===== src/rtl/sdram_arbiter.sv =====
// Four-way arbiter in front of the 8-bit SDRAM controller: download, cleanup,
// CPU and cassette accesses are sequenced one at a time through a strobe/done handshake.
module sdram_arbiter #(
    parameter int TIMEOUT     = 64,
    parameter int CAS_MAXWAIT = 15
) (
    input  logic        clk_sys,
    input  logic        reset_n,
    input  logic        dl_req,
    input  logic        dl_rom,
    input  logic        dl_slot,
    input  logic [20:0] dl_addr,
    input  logic [7:0]  dl_data,
    output logic        dl_ack,
    input  logic        cl_req,
    input  logic [15:0] cl_addr,
    output logic        cl_ack,
    input  logic        cpu_req,
    input  logic        cpu_we,
    input  logic [17:0] cpu_addr,
    input  logic [7:0]  cpu_wdata,
    output logic        cpu_ack,
    input  logic        cas_req,
    input  logic [20:0] cas_addr,
    input  logic        cas_window,
    output logic        cas_ack,
    output logic [7:0]  rdata,
    output logic [22:0] mem_addr,
    output logic [7:0]  mem_wdata,
    output logic        mem_rd,
    output logic        mem_we,
    input  logic        mem_done,
    input  logic [7:0]  mem_rdata,
    output logic        err
);
    localparam int TW = $clog2(TIMEOUT + 1);
    localparam int SW = $clog2(CAS_MAXWAIT + 1);
    localparam logic [TW-1:0] TIMER_LAST = TW'(TIMEOUT - 1);
    localparam logic [SW-1:0] STARVE_MAX = SW'(CAS_MAXWAIT);

    typedef enum logic [1:0] {ST_IDLE = 2'd0, ST_ISSUE = 2'd1, ST_WAIT = 2'd2} state_t;
    typedef enum logic [1:0] {SRC_DL = 2'd0, SRC_CL = 2'd1, SRC_CPU = 2'd2, SRC_CAS = 2'd3} src_t;

    state_t        state_q, state_d;
    src_t          src_q, src_d;
    logic          we_q, we_d;
    logic [22:0]   addr_q, addr_d;
    logic [7:0]    wdata_q, wdata_d;
    logic [7:0]    rdata_q, rdata_d;
    logic [TW-1:0] timer_q, timer_d;
    logic [SW-1:0] starve_q, starve_d;
    logic          err_q, err_d;
    logic [3:0]    ack_q, ack_d;
    logic          mem_rd_q, mem_rd_d;
    logic          mem_we_q, mem_we_d;
    logic          cas_elig_s, cas_boost_s, grant_s;

    // Next-state, grant selection and completion handling
    always_comb begin
        state_d     = state_q;
        src_d       = src_q;
        we_d        = we_q;
        addr_d      = addr_q;
        wdata_d     = wdata_q;
        rdata_d     = rdata_q;
        timer_d     = timer_q;
        starve_d    = starve_q;
        err_d       = err_q;
        ack_d       = 4'b0000;
        mem_rd_d    = 1'b0;
        mem_we_d    = 1'b0;
        grant_s     = 1'b0;
        cas_elig_s  = cas_req & cas_window;
        cas_boost_s = cas_elig_s && (starve_q == STARVE_MAX);

        case (state_q)
            ST_IDLE: begin
                if (dl_req) begin
                    grant_s = 1'b1;
                    src_d   = SRC_DL;
                    we_d    = 1'b1;
                    wdata_d = dl_data;
                    addr_d  = dl_rom ? {6'd0, dl_slot, dl_addr[15:0]} : {2'b11, dl_addr};
                end else if (cl_req) begin
                    grant_s = 1'b1;
                    src_d   = SRC_CL;
                    we_d    = 1'b1;
                    wdata_d = 8'h00;
                    addr_d  = {7'd1, cl_addr};
                end else if (cas_boost_s) begin
                    // Starved cassette reader gets one grant ahead of the CPU
                    grant_s  = 1'b1;
                    src_d    = SRC_CAS;
                    we_d     = 1'b0;
                    addr_d   = {2'b11, cas_addr};
                    starve_d = {SW{1'b0}};
                end else if (cpu_req) begin
                    grant_s = 1'b1;
                    src_d   = SRC_CPU;
                    we_d    = cpu_we;
                    wdata_d = cpu_wdata;
                    addr_d  = {5'd0, cpu_addr};
                    if (cas_elig_s && (starve_q != STARVE_MAX)) begin
                        starve_d = starve_q + SW'(1);
                    end else begin
                        starve_d = starve_q;
                    end
                end else if (cas_elig_s) begin
                    grant_s  = 1'b1;
                    src_d    = SRC_CAS;
                    we_d     = 1'b0;
                    addr_d   = {2'b11, cas_addr};
                    starve_d = {SW{1'b0}};
                end else begin
                    grant_s = 1'b0;
                end

                if (grant_s) begin
                    state_d  = ST_ISSUE;
                    mem_rd_d = ~we_d;
                    mem_we_d = we_d;
                end else begin
                    state_d = ST_IDLE;
                end
            end
            ST_ISSUE: begin
                state_d = ST_WAIT;
                timer_d = {TW{1'b0}};
            end
            ST_WAIT: begin
                if (mem_done) begin
                    if (!we_q) begin
                        rdata_d = mem_rdata;
                    end else begin
                        rdata_d = rdata_q;
                    end
                    ack_d   = 4'b0001 << src_q;
                    state_d = ST_IDLE;
                end else if (timer_q == TIMER_LAST) begin
                    // Abort: the requester still gets its ack, reads return all-ones
                    err_d = 1'b1;
                    if (!we_q) begin
                        rdata_d = 8'hFF;
                    end else begin
                        rdata_d = rdata_q;
                    end
                    ack_d   = 4'b0001 << src_q;
                    state_d = ST_IDLE;
                end else begin
                    timer_d = timer_q + TW'(1);
                end
            end
            default: begin
                state_d = ST_IDLE;
            end
        endcase
    end

    // State and output registers
    always_ff @(posedge clk_sys or negedge reset_n) begin
        if (!reset_n) begin
            state_q  <= ST_IDLE;
            src_q    <= SRC_DL;
            we_q     <= 1'b0;
            addr_q   <= 23'd0;
            wdata_q  <= 8'h00;
            rdata_q  <= 8'h00;
            timer_q  <= {TW{1'b0}};
            starve_q <= {SW{1'b0}};
            err_q    <= 1'b0;
            ack_q    <= 4'b0000;
            mem_rd_q <= 1'b0;
            mem_we_q <= 1'b0;
        end else begin
            state_q  <= state_d;
            src_q    <= src_d;
            we_q     <= we_d;
            addr_q   <= addr_d;
            wdata_q  <= wdata_d;
            rdata_q  <= rdata_d;
            timer_q  <= timer_d;
            starve_q <= starve_d;
            err_q    <= err_d;
            ack_q    <= ack_d;
            mem_rd_q <= mem_rd_d;
            mem_we_q <= mem_we_d;
        end
    end

    assign dl_ack    = ack_q[0];
    assign cl_ack    = ack_q[1];
    assign cpu_ack   = ack_q[2];
    assign cas_ack   = ack_q[3];
    assign rdata     = rdata_q;
    assign mem_addr  = addr_q;
    assign mem_wdata = wdata_q;
    assign mem_rd    = mem_rd_q;
    assign mem_we    = mem_we_q;
    assign err       = err_q;

endmodule


===== config.mk =====
export PLATFORM = sky130hd
export DESIGN_NAME = sdram_arbiter
export DESIGN_NICKNAME = d
export VERILOG_FILES = /design/src/rtl/sdram_arbiter.sv
export SDC_FILE = /design/constraint.sdc
export NUM_CORES = 1
export LEC_CHECK = 0
export BUFFER_PORTS_ARGS = -buffer_cell sky130_fd_sc_hd__buf_2
export CAP_MARGIN = 10
export CORE_MARGIN = 10
export CORE_UTILIZATION = 25
export CTS_CLUSTER_SIZE = 10
export DETAILED_ROUTE_END_ITERATION = 8
export SLEW_MARGIN = 20
export SYNTH_ARGS = -nofsm -noshare
export SYNTH_HDL_FRONTEND = slang
export SYNTH_SLANG_ARGS = --single-unit
export TNS_END_PERCENT = 50

===== constraint.sdc =====
create_clock -name clk_sys -period 2.1 [get_ports clk_sys]
set_input_delay 0.525 -clock clk_sys [delete_from_list [all_inputs] [get_ports clk_sys]]
set_output_delay 0.525 -clock clk_sys [all_outputs]
set_load 0.05 [all_outputs]

# == Yosys cells after proc, flatten, opt, wreduce, memory -nomap -nowiden ==
# Cells that the tools add are included.
# word_totals
memories,0
latchBits,0
rom_bits,0
ram_bits,0
input_bits,111
ff_bits,62
output_inout_bits,46
elab_cells,94
# op_classes
n_addsub,2
n_shift,1
div_mod_pow,0
mux,49
order_cmp,0
multipliers,0
bitwise_logic,6
reduce_logical,14
eq_ne,10
# op_table
cell,count
$mux W23,6
$mux W8,8
$mux W4,7
$mux W1,17
$mux W2,7
$mux W7,2
$pmux W7 S2,1
$reduce_and A3 Y1,4
$add A7 B1 Y7 const B,1
$eq A7 B6 Y1 const B,1
$ne A3 B3 Y1 const B,2
$pmux W2 S3,1
$reduce_bool A3 Y1,2
$not A1 Y1,5
$reduce_and A5 Y1,1
$reduce_bool A5 Y1,1
$add A4 B1 Y4 const B,1
$eq A4 B4 Y1 const B,1
$ne A2 B2 Y1 const B,2
$ne A4 B4 Y1 const B,1
$reduce_bool A2 Y1,2
$shl A1 B2 Y4 const A,1
$ne A3 B1 Y1 const B,1
$eq A2 B1 Y1 const B,1
5 further kinds,6

# == Logic depth before layout (Yosys ltp) ==
# depth
ltp_word,10
depth_mapped,7
depth_no_buf,5

# == Least setup slack after synthesis ==
# OpenSTA, ideal clock, no wires.
# synth_timing
path_type,register to register
from,register starve_q[0]
to,"register addr_q[0], in the netlist mem_addr[0]"
slack_ps,370
arrival_time_ps,1653
stages_incl_launch_ff,7
required_time_ps,2023
cell_sequence,dfrtp_1 ha_1 nand3_1 clkbuf_1 nor4_1 or4_1 a21oi_1
# synth_between
elab_chain_cells,5
word_cells_on_any_way,7
cone_classes,1 x eq/ne; 3 x mux; 3 x reduce/logical
# synth_rtl
element,line_no,text
from (decl),51,"logic [SW-1:0] starve_q, starve_d;"
from (signal assigned),169,starve_q <= {SW{1'b0}};
from (signal assigned),182,starve_q <= starve_d;
$eq A4 B4 Y1 (*),74,cas_boost_s = cas_elig_s && (starve_q == STARVE_MAX);
$logic_and A1 B1 Y1 (*),74,
$mux W23,90,end else if (cas_boost_s) begin
$mux W23,84,end else if (cl_req) begin
$mux W23,78,if (dl_req) begin
to (signal assigned),178,addr_q <= addr_d;
to (decl),47,"logic [22:0] addr_q, addr_d;"
# Every way passes the cells marked *; elsewhere a longest branch is shown, timed or not.
# A chain may end at the register's enable or synchronous reset.

# == Worst setup path in the final report ==
# layout_timing
from,register starve_q[0]
to,"register addr_q[17], in the netlist mem_addr[17]"
# The elaborated chain is that of the path after synthesis.

==> results.md <==
* Post-synth ARST share at 100%
* Register area share after synthesis at ~45%
* DRT Wirelength at 11.9 mm
* Via Count at 3486
* Post-CTS setup repair buffer count at 0
* Synthesized netlist cell count at 355
* Die W at 137 µm
* Max clock buf depth at 2
* TritonCTS Buffers at 9
* Drt initial violations at 149
* Port buffer count at 156
* Post-synthesis adder-cell area fraction at 0.737%
* Crit-path max FO at 11
* Clock latency at the later pin of the worst-skew pair at 0.32 ns
* CP Cell Sequence: ha_1 -> and3_2 -> a211oi_4 -> a221oi_1 -> a21oi_1
* Final Hold Fails at 0
* Relative slew slack at a little under half
* Top Ports at around 160
* Fin cells at ~700
* # setup viols final at 0
* Clock Skew at 0.00484 ns
* Crit start category: flop
* CTS Hold Bufs at 0
* Sequential share of power at 28.5%
* Min-delay worst type: input pin to async pin
* Simple-gate share of the synthesized area at 20.3%
* Status: finished clean
* Core Rows at 42
* Fmax at 0.523 GHz
* RSZ-0062 raised after global routing: false
* Crit share post-route at 91.1%
* Clock H-tree levels at 3
* Clock sink count at 61
* ANT nets after route at 0
* CTS tree: done
* Grt total ovfl at 0
* Area of the core at between 10000 and 15000 µm²
* Max Cap Viol at 0
* Vias in the first global route at 3693
* Switching Fraction at a little under half
* Cells after DPL at 681
* Prevailing post-synth register cell: dfrtp_1
* DP Area at approximately 4400 µm²
* Avg Vias per Cell at 4.99
* Mux share of post-synthesis cell area at under 10%
* Worst Tran Pin Value at 0.781 ns
* Post-synthesis xor/xnor area fraction at 0%
* Starting Density at around a quarter
* Fin Setup TNS at 0 ns
* Worst-path clk slew at ~0.060 ns
* Count of cells resized by post-cts repair at 0
* Gr usage total at 12.5%
* Synthesized flop and latch total at between 60 and 70
* CP required at 2.34 ns
* Minimum clock period after layout at 1.91 ns
* Post-route cell area at 4770 µm²
* Initial antenna violation count at 0
* Post-synth EDFFs at 0
* Drt pass-1 iters at 4
* CP endpoint kind: flop
* Final net count at 629
* Clock power frac at 25.0%
* PwrDens at 1440 nW/µm²
* Largest stage delay on the critical path at 0.51 ns
* Final HPWL DP at around 9 mm
* Post-synth cell types at between 50 and 60
* WL/cell at roughly 17 µm
* Fin Hold WS at 0.223 ns
* Slowest stage cell, crit path: a211oi_4
* Mapped Nets at 468
* Largest family of logic cells by synthesized area: compound AO/OA/AOI/OAI gates
* Crit path DAT at 2.16 ns
* Area of the die at 18700 µm²
* Ys Warns at 0
* Fill cells at 1366
* Share of power burned in combinational logic at 46.5%
* First-pass GRT wire length at 18.7 mm
* Critical path class: flop to flop
* Slew Viols, Final at 0
* Layout cell share with drive strength beyond 1 at 41.8%
* Mean post-synth cell area at 9.57 µm²
* Routability cong. at 0.846
* Die Span Y at 137 µm
* Max rail drop VDD at roughly 0.82 mV
* Internal power at roughly 3.7 mW
* Cell area after synthesis at between 3000 and 4000 µm²
* Complex-gate fraction of the synthesized area at approximately a quarter
* Synthesis-to-layout area growth at 40.6%
* Final Util at 35.9%
* Internal reg-to-reg setup slack at around 0.19 ns
* P_leak at ~2.3 nW
* Remaining DRCs at 0
* Clock root cell: clkbuf_16
* Largest net degree at the start of global routing at just over 60
* Total net switching power at 3.17 mW
## critical path, delay by kind of cell (launching register included)
| family | cells | cell delay, ns |
|---|---|---|
| AOI/OAI and AO/OA | 3 | 0.84 |
| adders and majority gates | 1 | 0.26 |
| DFF | 1 | 0.41 |
| and+or+nand+nor | 1 | 0.33 |
## cells in the mapped netlist, types with 9 or more instances
cell | number | area share, %
nor3_1 | 21 | 3.1
buf_2 | 10 | 1.5
dfrtp_1 | 61 | 45
a221o_1 | 9 | 2.7
mux2_2 | 9 | 3.0
nand3_1 | 9 | 1.3
nand2_1 | 15 | 1.7
o21ai_0 | 11 | 1.6
nor4_1 | 9 | 1.7
a21oi_1 | 49 | 7.2
inv_1 | 14 | 1.5
nor2_1 | 34 | 3.8
or4_1 | 9 | 2.0
## logic make-up after synthesis
kind of cell | Yosys count
compound gates | 115
flops | 61
mux | 11
buf+inv | 39
fa+ha+maj | 2
simple gates | 127
## power by group through the flow
stage	clock network [mW]	registers [mW]	logic [mW]
floorplan	0	3.24	1.03
global placement	0	1.95	3.20
detailed placement	0	1.98	3.23
CTS	1.77	1.96	3.24
global route	1.84	2.02	3.44
finish	1.72	1.96	3.20
## layout make-up
class | count | area, µm² | area share, %
Antenna cell | 1 | 2.50 | 0.0524
Clock buffer | 10 | 239 | 5.01
Clock inverter | 6 | 110 | 2.31
Inverter | 15 | 56.3 | 1.18
Multi-Input combinational cell | 255 | 1680 | 35.2
Sequential cell | 61 | 1530 | 32.0
Tap cell | 176 | 220 | 4.61
Timing Repair Buffer | 174 | 941 | 19.7
## per-stage QoR
stage          total power, mW  setup slack (ns)
2_1_floorplan             4.28             0.370
3_3_place_gp              5.15             0.132
3_5_place_dp              5.21            0.0968
4_1_cts                   6.97             0.125
5_1_grt                   7.29            0.0480
6_report                  6.88             0.187
## layout by cell type (no fill, tap or decap), types with 11 or more instances in the layout
cell type / netlist / final
o21ai_0: 11 / 11
nor3_1: 21 / 21
nor2_1: 34 / 34
inv_1: 14 / 14
buf_2: 10 / 156
dfrtp_1: 61 / 61
nand2_1: 15 / 15
buf_4: 4 / 16
a21oi_1: 49 / 49
## final timing paths
kind                                          from                  endpoint  cells past startpoint
setup / recovery           starve_q[0]$_DFFE_PN0P_  mem_addr[17]$_DFFE_PN0P_                      5
hold / removal                             reset_n      rdata[4]$_DFFE_PN0P_                      2
setup reg to reg           starve_q[0]$_DFFE_PN0P_  mem_addr[17]$_DFFE_PN0P_                      5
hold reg to reg                    err$_DFFE_PN0P_           err$_DFFE_PN0P_                      1
max in group asynchronous                  reset_n  mem_addr[16]$_DFFE_PN0P_                      2
min in group clk_sys                  mem_rdata[1]      rdata[1]$_DFFE_PN0P_                      2
## routing by layer
layer	routed length (µm)	vias to the layer above	global-route usage [%]
met1	4940	1646	15.1
met5	0	-	0
li1	-	1653	-
met3	1250	10	4.62
met2	5570	177	20.5
met4	115	0	3.49
## state kept, by name, indices dropped and copies added, names as in the netlist, 2 cells and up
register   flops
ack_q          4
mem_addr      22
mem_wdata      8
rdata          8
src_q          2
starve_q       4
state_q        2
timer_q        7
Power figures use the tool's default switching activity.
